--- src/rtl/axi4_lite_if.sv ---
`default_nettype none
// ============================================================================
// Module   : axi4_lite_if
// Purpose  : AXI4-Lite bus bundle with manager/subordinate views.
// Revision : 1.0  initial release
// ============================================================================
interface axi4_lite_if #(
  parameter int C_S_AXI_ADDR_WIDTH = 14,
  parameter int C_S_AXI_DATA_WIDTH = 32
);
  logic [C_S_AXI_ADDR_WIDTH-1:0] S_AXI_AWADDR;
  logic                          S_AXI_AWVALID;
  logic                          S_AXI_AWREADY;
  logic [C_S_AXI_DATA_WIDTH-1:0] S_AXI_WDATA;
  logic [3:0]                    S_AXI_WSTRB;
  logic                          S_AXI_WVALID;
  logic                          S_AXI_WREADY;
  logic [1:0]                    S_AXI_BRESP;
  logic                          S_AXI_BVALID;
  logic                          S_AXI_BREADY;
  logic [C_S_AXI_ADDR_WIDTH-1:0] S_AXI_ARADDR;
  logic                          S_AXI_ARVALID;
  logic                          S_AXI_ARREADY;
  logic [C_S_AXI_DATA_WIDTH-1:0] S_AXI_RDATA;
  logic [1:0]                    S_AXI_RRESP;
  logic                          S_AXI_RVALID;
  logic                          S_AXI_RREADY;

  modport master (
    output S_AXI_AWADDR, S_AXI_AWVALID, S_AXI_WDATA, S_AXI_WSTRB, S_AXI_WVALID,
    output S_AXI_BREADY, S_AXI_ARADDR, S_AXI_ARVALID, S_AXI_RREADY,
    input  S_AXI_AWREADY, S_AXI_WREADY, S_AXI_BRESP, S_AXI_BVALID,
    input  S_AXI_ARREADY, S_AXI_RDATA, S_AXI_RRESP, S_AXI_RVALID
  );

  modport slave (
    input  S_AXI_AWADDR, S_AXI_AWVALID, S_AXI_WDATA, S_AXI_WSTRB, S_AXI_WVALID,
    input  S_AXI_BREADY, S_AXI_ARADDR, S_AXI_ARVALID, S_AXI_RREADY,
    output S_AXI_AWREADY, S_AXI_WREADY, S_AXI_BRESP, S_AXI_BVALID,
    output S_AXI_ARREADY, S_AXI_RDATA, S_AXI_RRESP, S_AXI_RVALID
  );
endinterface
`default_nettype wire

--- src/rtl/axi4_lite_filter.sv ---
`default_nettype none
// ============================================================================
// Module   : axi4_lite_filter
// Purpose  : AXI4-Lite subordinate wrapping a programmable Q15 direct-form FIR.
// Revision : 1.0  initial release
// ============================================================================
module axi4_lite_filter #(
  parameter int C_S_AXI_ADDR_WIDTH = 14,
  parameter int C_S_AXI_DATA_WIDTH = 32,
  parameter int MAX_TAPS           = 64
) (
  input  wire logic  S_AXI_ACLK,
  input  wire logic  S_AXI_ARESETN,
  axi4_lite_if.slave s_axi
);

  localparam int          c_DW          = C_S_AXI_DATA_WIDTH;
  localparam int          c_IW          = $clog2(MAX_TAPS);
  localparam int          c_SW          = (c_IW + 1 > 8) ? c_IW + 1 : 8;
  localparam logic [31:0] c_X_END       = 32'(4 * MAX_TAPS);
  localparam logic [31:0] c_H_BASE      = 32'h0000_0800;
  localparam logic [31:0] c_H_END       = c_H_BASE + c_X_END;
  localparam logic [31:0] c_RESULT_ADDR = 32'h0000_1000;
  localparam logic [31:0] c_DONE_ADDR   = 32'h0000_1004;
  localparam logic [31:0] c_SIZE_ADDR   = 32'h0000_1008;

  typedef enum logic [1:0] {
    S_IDLE = 2'd0,
    S_MAC  = 2'd1,
    S_DONE = 2'd2
  } state_t;

  // Select bits: [0] input RAM, [1] impulse RAM, [2] result, [3] done, [4] size
  function automatic logic [4:0] f_decode(input logic [31:0] a);
    logic [31:0] wd;
    wd          = {a[31:2], 2'b00};
    f_decode    = '0;
    f_decode[0] = (a < c_X_END);
    f_decode[1] = (a >= c_H_BASE) && (a < c_H_END);
    f_decode[2] = (wd == c_RESULT_ADDR);
    f_decode[3] = (wd == c_DONE_ADDR);
    f_decode[4] = (wd == c_SIZE_ADDR);
  endfunction

  function automatic logic [c_DW-1:0] f_sext(input logic [15:0] v);
    f_sext = {{(c_DW-16){v[15]}}, v};
  endfunction

  logic                   r_awready;
  logic                   r_bvalid;
  logic                   r_arready;
  logic                   r_rvalid;
  logic [c_DW-1:0]        r_rdata;
  logic [c_SW-1:0]        r_size;
  logic signed [15:0]     r_x [MAX_TAPS];
  logic signed [15:0]     r_h [MAX_TAPS];
  state_t                 r_state;
  logic [c_IW-1:0]        r_p;
  logic [c_SW-1:0]        r_m;
  logic signed [39:0]     r_acc;
  logic signed [15:0]     r_result;
  logic                   r_done;

  logic [31:0]            w_aw32;
  logic [31:0]            w_ar32;
  logic [4:0]             w_aw_sel;
  logic [4:0]             w_ar_sel;
  logic [c_IW-1:0]        w_aw_idx;
  logic [c_IW-1:0]        w_ar_idx;
  logic                   w_x_wr;
  logic                   w_h_wr;
  logic                   w_size_wr;
  logic [c_DW-1:0]        w_rd_data;
  logic [c_SW-1:0]        w_p_ext;
  logic [c_SW-1:0]        w_idx_full;
  logic signed [15:0]     w_mac_x;
  logic signed [15:0]     w_mac_h;
  logic signed [31:0]     w_prod;
  logic signed [39:0]     w_shift;
  logic signed [15:0]     w_sat;
  logic                   w_unused;

  assign w_aw32    = 32'(s_axi.S_AXI_AWADDR);
  assign w_ar32    = 32'(s_axi.S_AXI_ARADDR);
  assign w_aw_sel  = f_decode(w_aw32);
  assign w_ar_sel  = f_decode(w_ar32);
  assign w_aw_idx  = w_aw32[c_IW+1:2];
  assign w_ar_idx  = w_ar32[c_IW+1:2];

  // AWREADY high marks the single cycle on whose closing edge the write lands
  assign w_x_wr    = r_awready && w_aw_sel[0];
  assign w_h_wr    = r_awready && w_aw_sel[1];
  assign w_size_wr = r_awready && w_aw_sel[4];

  assign s_axi.S_AXI_AWREADY = r_awready;
  assign s_axi.S_AXI_WREADY  = r_awready;
  assign s_axi.S_AXI_BVALID  = r_bvalid;
  assign s_axi.S_AXI_BRESP   = 2'b00;
  assign s_axi.S_AXI_ARREADY = r_arready;
  assign s_axi.S_AXI_RVALID  = r_rvalid;
  assign s_axi.S_AXI_RDATA   = r_rdata;
  assign s_axi.S_AXI_RRESP   = 2'b00;

  always_ff @(posedge S_AXI_ACLK or negedge S_AXI_ARESETN) begin
    if (!S_AXI_ARESETN) begin
      r_awready <= 1'b0;
      r_bvalid  <= 1'b0;
      r_size    <= '0;
    end else begin
      r_awready <= 1'b0;
      if (s_axi.S_AXI_AWVALID && s_axi.S_AXI_WVALID && !r_bvalid && !r_awready)
        r_awready <= 1'b1;
      if (r_awready)
        r_bvalid <= 1'b1;
      else if (s_axi.S_AXI_BREADY)
        r_bvalid <= 1'b0;
      if (w_size_wr)
        r_size <= (s_axi.S_AXI_WDATA > c_DW'(MAX_TAPS)) ? c_SW'(MAX_TAPS)
                                                        : s_axi.S_AXI_WDATA[c_SW-1:0];
    end
  end

  always_ff @(posedge S_AXI_ACLK) begin
    if (w_x_wr)
      r_x[w_aw_idx] <= s_axi.S_AXI_WDATA[15:0];
    if (w_h_wr)
      r_h[w_aw_idx] <= s_axi.S_AXI_WDATA[15:0];
  end

  always_comb begin
    w_rd_data = '0;
    if (w_ar_sel[0])
      w_rd_data = f_sext(r_x[w_ar_idx]);
    else if (w_ar_sel[1])
      w_rd_data = f_sext(r_h[w_ar_idx]);
    else if (w_ar_sel[2])
      w_rd_data = f_sext(r_result);
    else if (w_ar_sel[3])
      w_rd_data = c_DW'(r_done);
    else if (w_ar_sel[4])
      w_rd_data = c_DW'(r_size);
  end

  always_ff @(posedge S_AXI_ACLK or negedge S_AXI_ARESETN) begin
    if (!S_AXI_ARESETN) begin
      r_arready <= 1'b0;
      r_rvalid  <= 1'b0;
      r_rdata   <= '0;
    end else begin
      r_arready <= 1'b0;
      if (s_axi.S_AXI_ARVALID && !r_rvalid && !r_arready)
        r_arready <= 1'b1;
      if (r_arready) begin
        r_rvalid <= 1'b1;
        r_rdata  <= w_rd_data;
      end else if (s_axi.S_AXI_RREADY) begin
        r_rvalid <= 1'b0;
      end
    end
  end

  // Circular input index (p - m) mod N; p may exceed N if the host wrote past it
  assign w_p_ext    = c_SW'(r_p);
  assign w_idx_full = (w_p_ext >= r_m) ? (w_p_ext - r_m) : (w_p_ext + r_size - r_m);
  assign w_mac_x    = r_x[w_idx_full[c_IW-1:0]];
  assign w_mac_h    = r_h[r_m[c_IW-1:0]];
  assign w_prod     = w_mac_h * w_mac_x;
  assign w_shift    = r_acc >>> 15;

  always_comb begin
    w_sat = w_shift[15:0];
    if (w_shift > 40'sd32767)
      w_sat = 16'sh7FFF;
    else if (w_shift < -40'sd32768)
      w_sat = 16'sh8000;
  end

  always_ff @(posedge S_AXI_ACLK or negedge S_AXI_ARESETN) begin
    if (!S_AXI_ARESETN) begin
      r_state  <= S_IDLE;
      r_p      <= '0;
      r_m      <= '0;
      r_acc    <= '0;
      r_result <= '0;
      r_done   <= 1'b1;
    end else if (w_x_wr) begin
      r_p     <= w_aw_idx;
      r_m     <= '0;
      r_acc   <= '0;
      r_done  <= 1'b0;
      r_state <= S_MAC;
    end else begin
      case (r_state)
        S_MAC: begin
          // Size is re-read every iteration so a mid-run resize ends the loop early
          if (r_m >= r_size) begin
            r_state <= S_DONE;
          end else begin
            r_acc <= r_acc + {{8{w_prod[31]}}, w_prod};
            r_m   <= r_m + c_SW'(1);
          end
        end
        S_DONE: begin
          r_result <= w_sat;
          r_done   <= 1'b1;
          r_state  <= S_IDLE;
        end
        default: r_state <= S_IDLE;
      endcase
    end
  end

  assign w_unused = &{1'b0, s_axi.S_AXI_WSTRB, w_idx_full[c_SW-1:c_IW]};

endmodule
`default_nettype wire

--- src/flat_wrapper.sv ---
// flat-port wrapper written by rule: the top's interface ports become plain ports
module axi4_lite_filter_flat 
#(
  parameter int C_S_AXI_ADDR_WIDTH = 14,
  parameter int C_S_AXI_DATA_WIDTH = 32,
  parameter int MAX_TAPS           = 64
)
  (S_AXI_ACLK, S_AXI_ARESETN, s_axi_S_AXI_AWADDR, s_axi_S_AXI_AWVALID, s_axi_S_AXI_WDATA, s_axi_S_AXI_WSTRB, s_axi_S_AXI_WVALID, s_axi_S_AXI_BREADY, s_axi_S_AXI_ARADDR, s_axi_S_AXI_ARVALID, s_axi_S_AXI_RREADY, s_axi_S_AXI_AWREADY, s_axi_S_AXI_WREADY, s_axi_S_AXI_BRESP, s_axi_S_AXI_BVALID, s_axi_S_AXI_ARREADY, s_axi_S_AXI_RDATA, s_axi_S_AXI_RRESP, s_axi_S_AXI_RVALID);
  axi4_lite_if #(.C_S_AXI_ADDR_WIDTH(C_S_AXI_ADDR_WIDTH), .C_S_AXI_DATA_WIDTH(C_S_AXI_DATA_WIDTH)) s_axi_i ();
  input  wire logic S_AXI_ACLK;
  input  wire logic S_AXI_ARESETN;
  input wire logic [$bits(s_axi_i.S_AXI_AWADDR)-1:0] s_axi_S_AXI_AWADDR;
  input wire logic [$bits(s_axi_i.S_AXI_AWVALID)-1:0] s_axi_S_AXI_AWVALID;
  input wire logic [$bits(s_axi_i.S_AXI_WDATA)-1:0] s_axi_S_AXI_WDATA;
  input wire logic [$bits(s_axi_i.S_AXI_WSTRB)-1:0] s_axi_S_AXI_WSTRB;
  input wire logic [$bits(s_axi_i.S_AXI_WVALID)-1:0] s_axi_S_AXI_WVALID;
  input wire logic [$bits(s_axi_i.S_AXI_BREADY)-1:0] s_axi_S_AXI_BREADY;
  input wire logic [$bits(s_axi_i.S_AXI_ARADDR)-1:0] s_axi_S_AXI_ARADDR;
  input wire logic [$bits(s_axi_i.S_AXI_ARVALID)-1:0] s_axi_S_AXI_ARVALID;
  input wire logic [$bits(s_axi_i.S_AXI_RREADY)-1:0] s_axi_S_AXI_RREADY;
  output wire logic [$bits(s_axi_i.S_AXI_AWREADY)-1:0] s_axi_S_AXI_AWREADY;
  output wire logic [$bits(s_axi_i.S_AXI_WREADY)-1:0] s_axi_S_AXI_WREADY;
  output wire logic [$bits(s_axi_i.S_AXI_BRESP)-1:0] s_axi_S_AXI_BRESP;
  output wire logic [$bits(s_axi_i.S_AXI_BVALID)-1:0] s_axi_S_AXI_BVALID;
  output wire logic [$bits(s_axi_i.S_AXI_ARREADY)-1:0] s_axi_S_AXI_ARREADY;
  output wire logic [$bits(s_axi_i.S_AXI_RDATA)-1:0] s_axi_S_AXI_RDATA;
  output wire logic [$bits(s_axi_i.S_AXI_RRESP)-1:0] s_axi_S_AXI_RRESP;
  output wire logic [$bits(s_axi_i.S_AXI_RVALID)-1:0] s_axi_S_AXI_RVALID;
  assign s_axi_i.S_AXI_AWADDR = s_axi_S_AXI_AWADDR;
  assign s_axi_i.S_AXI_AWVALID = s_axi_S_AXI_AWVALID;
  assign s_axi_i.S_AXI_WDATA = s_axi_S_AXI_WDATA;
  assign s_axi_i.S_AXI_WSTRB = s_axi_S_AXI_WSTRB;
  assign s_axi_i.S_AXI_WVALID = s_axi_S_AXI_WVALID;
  assign s_axi_i.S_AXI_BREADY = s_axi_S_AXI_BREADY;
  assign s_axi_i.S_AXI_ARADDR = s_axi_S_AXI_ARADDR;
  assign s_axi_i.S_AXI_ARVALID = s_axi_S_AXI_ARVALID;
  assign s_axi_i.S_AXI_RREADY = s_axi_S_AXI_RREADY;
  assign s_axi_S_AXI_AWREADY = s_axi_i.S_AXI_AWREADY;
  assign s_axi_S_AXI_WREADY = s_axi_i.S_AXI_WREADY;
  assign s_axi_S_AXI_BRESP = s_axi_i.S_AXI_BRESP;
  assign s_axi_S_AXI_BVALID = s_axi_i.S_AXI_BVALID;
  assign s_axi_S_AXI_ARREADY = s_axi_i.S_AXI_ARREADY;
  assign s_axi_S_AXI_RDATA = s_axi_i.S_AXI_RDATA;
  assign s_axi_S_AXI_RRESP = s_axi_i.S_AXI_RRESP;
  assign s_axi_S_AXI_RVALID = s_axi_i.S_AXI_RVALID;
  axi4_lite_filter #(.C_S_AXI_ADDR_WIDTH(C_S_AXI_ADDR_WIDTH), .C_S_AXI_DATA_WIDTH(C_S_AXI_DATA_WIDTH), .MAX_TAPS(MAX_TAPS)) u_core (.S_AXI_ACLK(S_AXI_ACLK), .S_AXI_ARESETN(S_AXI_ARESETN), .s_axi(s_axi_i));
endmodule
--- config.mk ---
export PLATFORM = sky130hd
export DESIGN_NAME = axi4_lite_filter_flat
export DESIGN_NICKNAME = d
export VERILOG_FILES = /design/src/rtl/axi4_lite_if.sv /design/src/rtl/axi4_lite_filter.sv /design/src/flat_wrapper.sv
export SDC_FILE = /design/constraint.sdc
export NUM_CORES = 2
export LEC_CHECK = 0
export BUFFER_PORTS_ARGS = -buffer_cell sky130_fd_sc_hd__buf_2
export CORE_MARGIN = 10
export CORE_UTILIZATION = 45
export CTS_CLUSTER_DIAMETER = 150
export DETAILED_ROUTE_END_ITERATION = 10
export GPL_TIMING_DRIVEN = 0
export PLACE_DENSITY = 0.7
export SYNTH_ARGS = -nofsm -noshare
export SYNTH_HDL_FRONTEND = slang
export SYNTH_SLANG_ARGS = --single-unit
--- constraint.sdc ---
create_clock -name S_AXI_ACLK -period 37.2 [get_ports S_AXI_ACLK]
set_clock_uncertainty 0.05 [all_clocks]
set_input_delay 7.44 -clock S_AXI_ACLK [delete_from_list [all_inputs] [get_ports S_AXI_ACLK]]
set_output_delay 7.44 -clock S_AXI_ACLK [all_outputs]
set_load 0.01 [all_outputs]
Yosys cells after proc, flatten, opt, wreduce, memory -nomap -nowiden
Memories as Yosys holds them, arrays and structs flattened.
Cells that the tools add are included.
{ "word_totals": {"reg_bits": 117, "ram_bits": 2048, "input_bits": 71, "out_inout_bits": 41, "elab_cells": 90, "mem_count": 2} }
{ "mem_list": {"columns": ["memory", "depth", "word_bits", "rd", "rd_clocked_by_memory_dff", "wr", "line", "source"], "rows": [
  ["u_core.r_h", 64, 16, 2, 0, 1, "axi4_lite_filter.sv:56", "logic signed [15:0] r_h [MAX_TAPS];"],
  ["u_core.r_x", 64, 16, 2, 0, 1, "axi4_lite_filter.sv:55", "logic signed [15:0] r_x [MAX_TAPS];"]
]} }
{ "classes": {"n_addsub": 5, "mul": 1, "magnitude_cmp": 11, "eq_ne": 8, "muxes": 30, "bitwise_logic": 1, "n_reduce_logical": 20} }
{ "ops": {"columns": ["cell", "count"], "rows": [
  ["32-bit 2-to-1 mux", 4],
  ["40-bit 2-to-1 mux", 3],
  ["12-bit by 11-bit equality test with 1-bit output, second input constant", 4],
  ["40-bit adder", 1],
  ["8-bit 2-to-1 mux", 5],
  ["32-bit by 7-bit > comparator with 1-bit output, second input constant", 1],
  ["16-bit by 16-bit multiplier with 32-bit output", 1],
  ["16-bit 2-to-1 mux", 2],
  ["14-bit by 12-bit >= comparator with 1-bit output, second input constant", 2],
  ["14-bit by 12-bit < comparator with 1-bit output, second input constant", 2],
  ["14-bit by 9-bit < comparator with 1-bit output, second input constant", 2],
  ["25-bit by 16-bit > comparator with 1-bit output, second input constant", 1],
  ["25-bit by 16-bit < comparator with 1-bit output, second input constant", 1],
  ["1-bit 2-to-1 mux", 12],
  ["6-bit subtractor", 2],
  ["1-bit logical AND", 10],
  ["8-bit by 1-bit adder with 8-bit output, second input constant", 1],
  ["6-bit by 8-bit >= comparator with 1-bit output", 1],
  ["8-bit >= comparator", 1],
  ["2-bit nonzero test", 4],
  ["6-bit adder", 1],
  ["2-bit 2-to-1 mux", 3],
  ["6-bit 2-to-1 mux", 1],
  ["1-bit logical NOT", 4],
  ["other kinds (6)", 7]
]} }

Longest topological paths before layout
An unclocked memory read counts as a cell.
{ "depth": {"word_depth": 9, "depth_mapped": 58, "mapped_depth_nobuf": 53} }

Worst setup path after synthesis
Ideal clock, no wire load.
{ "synth_path": {"path_type": "flip-flop to flip-flop", "start": "register u_core.r_m[1]", "end": "register u_core.r_acc[39]", "setup_time_ns": 0.079, "arrival_ns": 12.982, "t_required_ns": 37.071, "setup_slack_ns": 24.089, "stages_incl_launch_ff": 50, "n_path_buf": 8, "period_less_slack_ns": 13.111, "cell_sequence": "dfrtp_1 -> clkbuf_1 -> clkbuf_1 -> buf_1 -> inv_1 -> fa_1 -> a21o_1 -> a21oi_2 -> a21boi_2 -> o31ai_4 -> mux2i_2 -> buf_6 -> buf_6 -> buf_2 -> mux4_2 -> mux2i_1 -> a21oi_1 -> buf_2 -> [... 14 more ...] -> a311oi_1 -> o21ai_0 -> a2111o_1 -> a31oi_1 -> o21bai_1 -> xor2_1 -> ha_1 -> clkbuf_1 -> a21o_1 -> a21oi_1 -> o21ai_0 -> a21oi_1 -> o41ai_1 -> a221o_1 -> a21oi_1 -> nand2_1 -> mux2i_1 -> mux2i_1"} }
{ "synth_via": {"elab_chain_len": 8, "word_cells_on_any_way": 14, "cone_classes": "3 x add/sub; 1 x mul; 2 x order compare; 1 x eq/ne; 4 x mux; 1 x reduce/logical; 2 x memory"} }
{ "synth_lines": {"columns": ["item", "line", "source"], "rows": [
  ["start, declared", "axi4_lite_filter.sv:59", "logic [c_SW-1:0] r_m;"],
  ["start signal, assigned", "axi4_lite_filter.sv:200", "r_m <= r_m + c_SW'(1);"],
  ["6-bit by 8-bit >= comparator with 1-bit output or 6-bit subtractor (tied branches)", "axi4_lite_filter.sv:164", "assign w_idx_full = (w_p_ext >= r_m) ? (w_p_ext - r_m) : (w_p_ext + r_size - r_m);"],
  ["6-bit 2-to-1 mux", "axi4_lite_filter.sv:164", null],
  ["memory read 64 x 16 bit", null, null],
  ["16-bit by 16-bit multiplier with 32-bit output", "axi4_lite_filter.sv:167", "assign w_prod = w_mac_h * w_mac_x;"],
  ["40-bit adder", "axi4_lite_filter.sv:199", "r_acc <= r_acc + {{8{w_prod[31]}}, w_prod};"],
  ["40-bit 2-to-1 mux", "axi4_lite_filter.sv:196", "if (r_m >= r_size) begin"],
  ["40-bit 2-to-1 mux", "axi4_lite_filter.sv:193", "case (r_state)"],
  ["40-bit 2-to-1 mux", "axi4_lite_filter.sv:186", "end else if (w_x_wr) begin"],
  ["end signal, assigned", "axi4_lite_filter.sv:199", null],
  ["end, declared", "axi4_lite_filter.sv:60", "logic signed [39:0] r_acc;"]
]} }
Several ways; a longest one is shown, not always the timed one. The select of a mux whose other input is x is not followed.
A chain may end at the register's enable or synchronous reset.

Worst setup path after layout
Same ends and word-level chain as after synthesis.

==> impl_metrics.tcl <==
set metrics [dict create \
    clock-sinks 2149 \
    wl_per_cell_um 42.7 \
    die_w_um 524 \
    post_cts_resized 0 \
    clkTransAtPathRegs_ns 0.06 \
    yosysSeqAreaShare_pct 56.0 \
    syn_to_final_growth_pct 13.9 \
    io_buffers 87 \
    cts_made_buffers 213 \
    initial_core_util_pct 45.3 \
    tightest_slew_ns 1.66 \
    clock_latency_ns 0.93 \
    maxSlewHeadroom_pct -10.9 \
    dp_hpwl_um 313000 \
    slowest_stage "clkbuf_1" \
    async_flop_share_pct 4.70 \
    drt_iter0_markers 14759 \
    viasPerCell 7.30 \
    io_pins 112 \
    setup_violations 0 \
    grt_pass1_wl_um 609000 \
    status "finished with violations" \
    seqCellArea_mm2 0.0640 \
    cts_hold_buffers 0 \
    cp_num_buf_inv 12 \
    antenna_found_initial 40 \
    min_path_type "register to register" \
    worst_path_most_repeated_cell "fa_1" \
    worstPathRequired_ns 37.99 \
    ys_types 76 \
    worstPathArrival_ns 19.32 \
    die_h_um 524 \
    synth_ff_type "edfxtp_1" \
    whs_ns 0.417 \
    drive_gt1_share_pct 30.0 \
    tns_ns 0 \
    drc_errors 0 \
    drv_slew 148 \
    hold_violations 0 \
    timing.final.ws_setup_ns 18.66 \
    vias 76275 \
    fillers 19784 \
    drv_cap 15 \
    core_area_mm2 0.252 \
    cts_tree "yes" \
    cp-end-kind "register" \
    first_global_vias 75305 \
    nets 7381 \
    grt_max_degree 117 \
    cts_root_buffer "clkbuf_16" \
    avgSynthCellArea_um2 17.7 \
    finalWirelength_um 446000 \
    gp_congestion 0.976 \
    die_area_mm2 0.274 \
    crit_path_max_incr_delay_ns 1.22 \
    num_rows 184 \
    dp_slack_ns 19.29 \
    post-cts-setup-buffers 0 \
    drtPass1Iterations 10 \
    htree_levels 4 \
    synth_enable_flop_cells 2048 \
    violations "capacitance limit, slew limit" \
    cts_buffer_depth 3 \
    synth_cells 6445 \
    multi_input_area_mm2 0.0475 \
    track_usage_pct 32.0 \
    cp_top_family "compound AO/OA/AOI/OAI gates" \
    worstPathMaxFanout 10 \
    cp-start-kind "register" \
    yosys_register_bits 2149 \
    path_class "register to register" \
    yosys_warnings 0 \
    syn_area_mm2 0.114 \
    ant_nets 0 \
    gr-total-overflow 0 \
    fmax_mhz 54.0 \
    min_period_ns 18.54 \
    timing.final.crit_share_pct 49.8 \
    rsz0062_at_grt "false" \
]
## layout by cell type, fill, tap and decap left out, drive strengths merged, types with 23 or more instances in the layout
cell type	synthesis	final
clkbuf	290	561
nand2	166	166
a32o	93	93
nand4	35	35
nor2b	182	182
and2	30	30
nor2	236	236
a211oi	54	54
a221o	138	138
mux4	1252	1252
a21oi	253	253
o21ai	59	59
clkinv	2	104
xnor2	64	64
diode	0	27
dfrtp	100	100
inv	376	380
buf	232	455
ha	143	143
edfxtp	2048	2048
and3	34	34
a21o	36	36
fa	270	270
bufinv	0	23
mux2i	43	43
a22oi	62	62
## cell families (layout without fill, tap and decap cells)
logic type / after synthesis / after routing / share of synthesized area (%)
buf+inv: 900 / 1532 / 3.23
compound gates: 804 / 804 / 5.16
mux: 1309 / 1309 / 25.2
other cells: 1 / 31 / 0.00328
xor+xnor: 83 / 83 / 0.636
simple gates: 786 / 786 / 3.43
fa+ha+maj: 413 / 413 / 6.30
flops: 2149 / 2149 / 56.0
## layer usage
| metal | share of wire, % | routed length [µm] | vias to the layer above | global-route usage (%) |
|---|---|---|---|---|
| li1 | - | - | 27472 | - |
| met1 | 31 | 140000 | 38940 | 38.5 |
| met2 | 43 | 192000 | 7938 | 46.5 |
| met3 | 17 | 76000 | 1895 | 14.4 |
| met4 | 8.6 | 38200 | 30 | 21.2 |
| met5 | 0.057 | 254 | - | 0.277 |
## synthesized netlist by cell type (all sizes together), types with 7 or more instances
| cell type | n | share of area [%] |
|---|---|---|
| nand2b | 17 | 0.093 |
| nor3b | 7 | 0.046 |
| inv | 376 | 1.2 |
| a31oi | 16 | 0.088 |
| a21oi | 253 | 1.1 |
| a22o | 9 | 0.069 |
| and2b | 11 | 0.072 |
| a221oi | 18 | 0.14 |
| mux2 | 14 | 0.14 |
| mux4 | 1252 | 25 |
| a22oi | 62 | 0.41 |
| xnor2 | 64 | 0.49 |
| nand3 | 16 | 0.070 |
| a32o | 93 | 0.81 |
| a21o | 36 | 0.24 |
| nor2 | 236 | 0.78 |
| edfxtp | 2048 | 54 |
| dfrtp | 100 | 2.2 |
| nor3 | 19 | 0.083 |
| a221o | 138 | 1.2 |
| clkbuf | 290 | 0.95 |
| o21ai | 59 | 0.26 |
| buf | 232 | 1.0 |
| o21a | 9 | 0.059 |
| nand4 | 35 | 0.19 |
| xor2 | 19 | 0.15 |
| nor4 | 11 | 0.060 |
| nor2b | 182 | 1.0 |
| ha | 143 | 1.6 |
| o211ai | 12 | 0.079 |
| a211oi | 54 | 0.35 |
| and2 | 30 | 0.16 |
| mux2i | 43 | 0.38 |
| nand2 | 166 | 0.55 |
| fa | 270 | 4.7 |
| and3 | 34 | 0.19 |
| o21bai | 14 | 0.092 |
## worst reg2reg max path, delay by kind of cell (launching register included)
family | cells | cell delay (ns)
buf+inv | 12 | 5.42
compound gates | 19 | 5.59
simple gates | 2 | 0.39
fa+ha+maj | 9 | 4.24
xor+xnor | 1 | 0.80
flops | 1 | 0.48
mux | 5 | 1.51
## stage by stage
| stage | cell area [µm²] | cells | util (%) |
|---|---|---|---|
| global placement | 119000 | 9883 | 47.2 |
| detailed placement | 123000 | 10026 | 48.8 |
| global route | 130000 | 10435 | 51.6 |
| CTS | 130000 | 10424 | 51.6 |
| finish | 130000 | 10455 | 51.6 |
| floorplan | 114000 | 6448 | - |
## state kept, by name (all words and copies together), names as in the netlist, 2 cells and up
name	cells
u_core.r_state	2
u_core.s_axi.S_AXI_RDATA	16
u_core.r_acc	40
u_core.r_m	8
u_core.r_result	16
u_core.r_x	1024
u_core.r_h	1024
u_core.r_size	8
u_core.r_p	6
## area by class of cell
cell class / count / area share, %
clock inverter: 138 / 1.07
timing repair buffer: 234 / 2.80
clock buffer: 260 / 4.31
sequential: 2149 / 49.2
buffer: 522 / 1.78
inverter: 378 / 1.09
multi-input combinational: 3399 / 36.5
tap: 3348 / 3.22
antenna: 27 / 0.0519
## worst paths after layout
| path | from | endpoint | slack [ns] | cells past startpoint |
|---|---|---|---|---|
| max | u_core.r_m[1]$_DFFE_PN0P_ | u_core.r_acc[39]$_DFFE_PN0P_ | 18.66 | 48 |
| min | u_core.s_axi.S_AXI_RVALID$_DFFE_PN0P_ | u_core.s_axi.S_AXI_ARREADY$_DFF_PN0_ | 0.42 | 1 |
| max reg2reg | u_core.r_m[1]$_DFFE_PN0P_ | u_core.r_acc[39]$_DFFE_PN0P_ | 18.66 | 48 |
| min reg2reg | u_core.s_axi.S_AXI_RVALID$_DFFE_PN0P_ | u_core.s_axi.S_AXI_ARREADY$_DFF_PN0_ | 0.42 | 1 |
| max in group asynchronous | S_AXI_ARESETN | u_core.s_axi.S_AXI_BVALID$_DFFE_PN0P_ | 29.93 | 2 |
| min in group asynchronous | S_AXI_ARESETN | u_core.r_p[3]$_DFFE_PN0P_ | 6.44 | 1 |
Power is not shown: default switching activity piles up to over one toggle a cycle in this logic, so the estimate is an artifact.
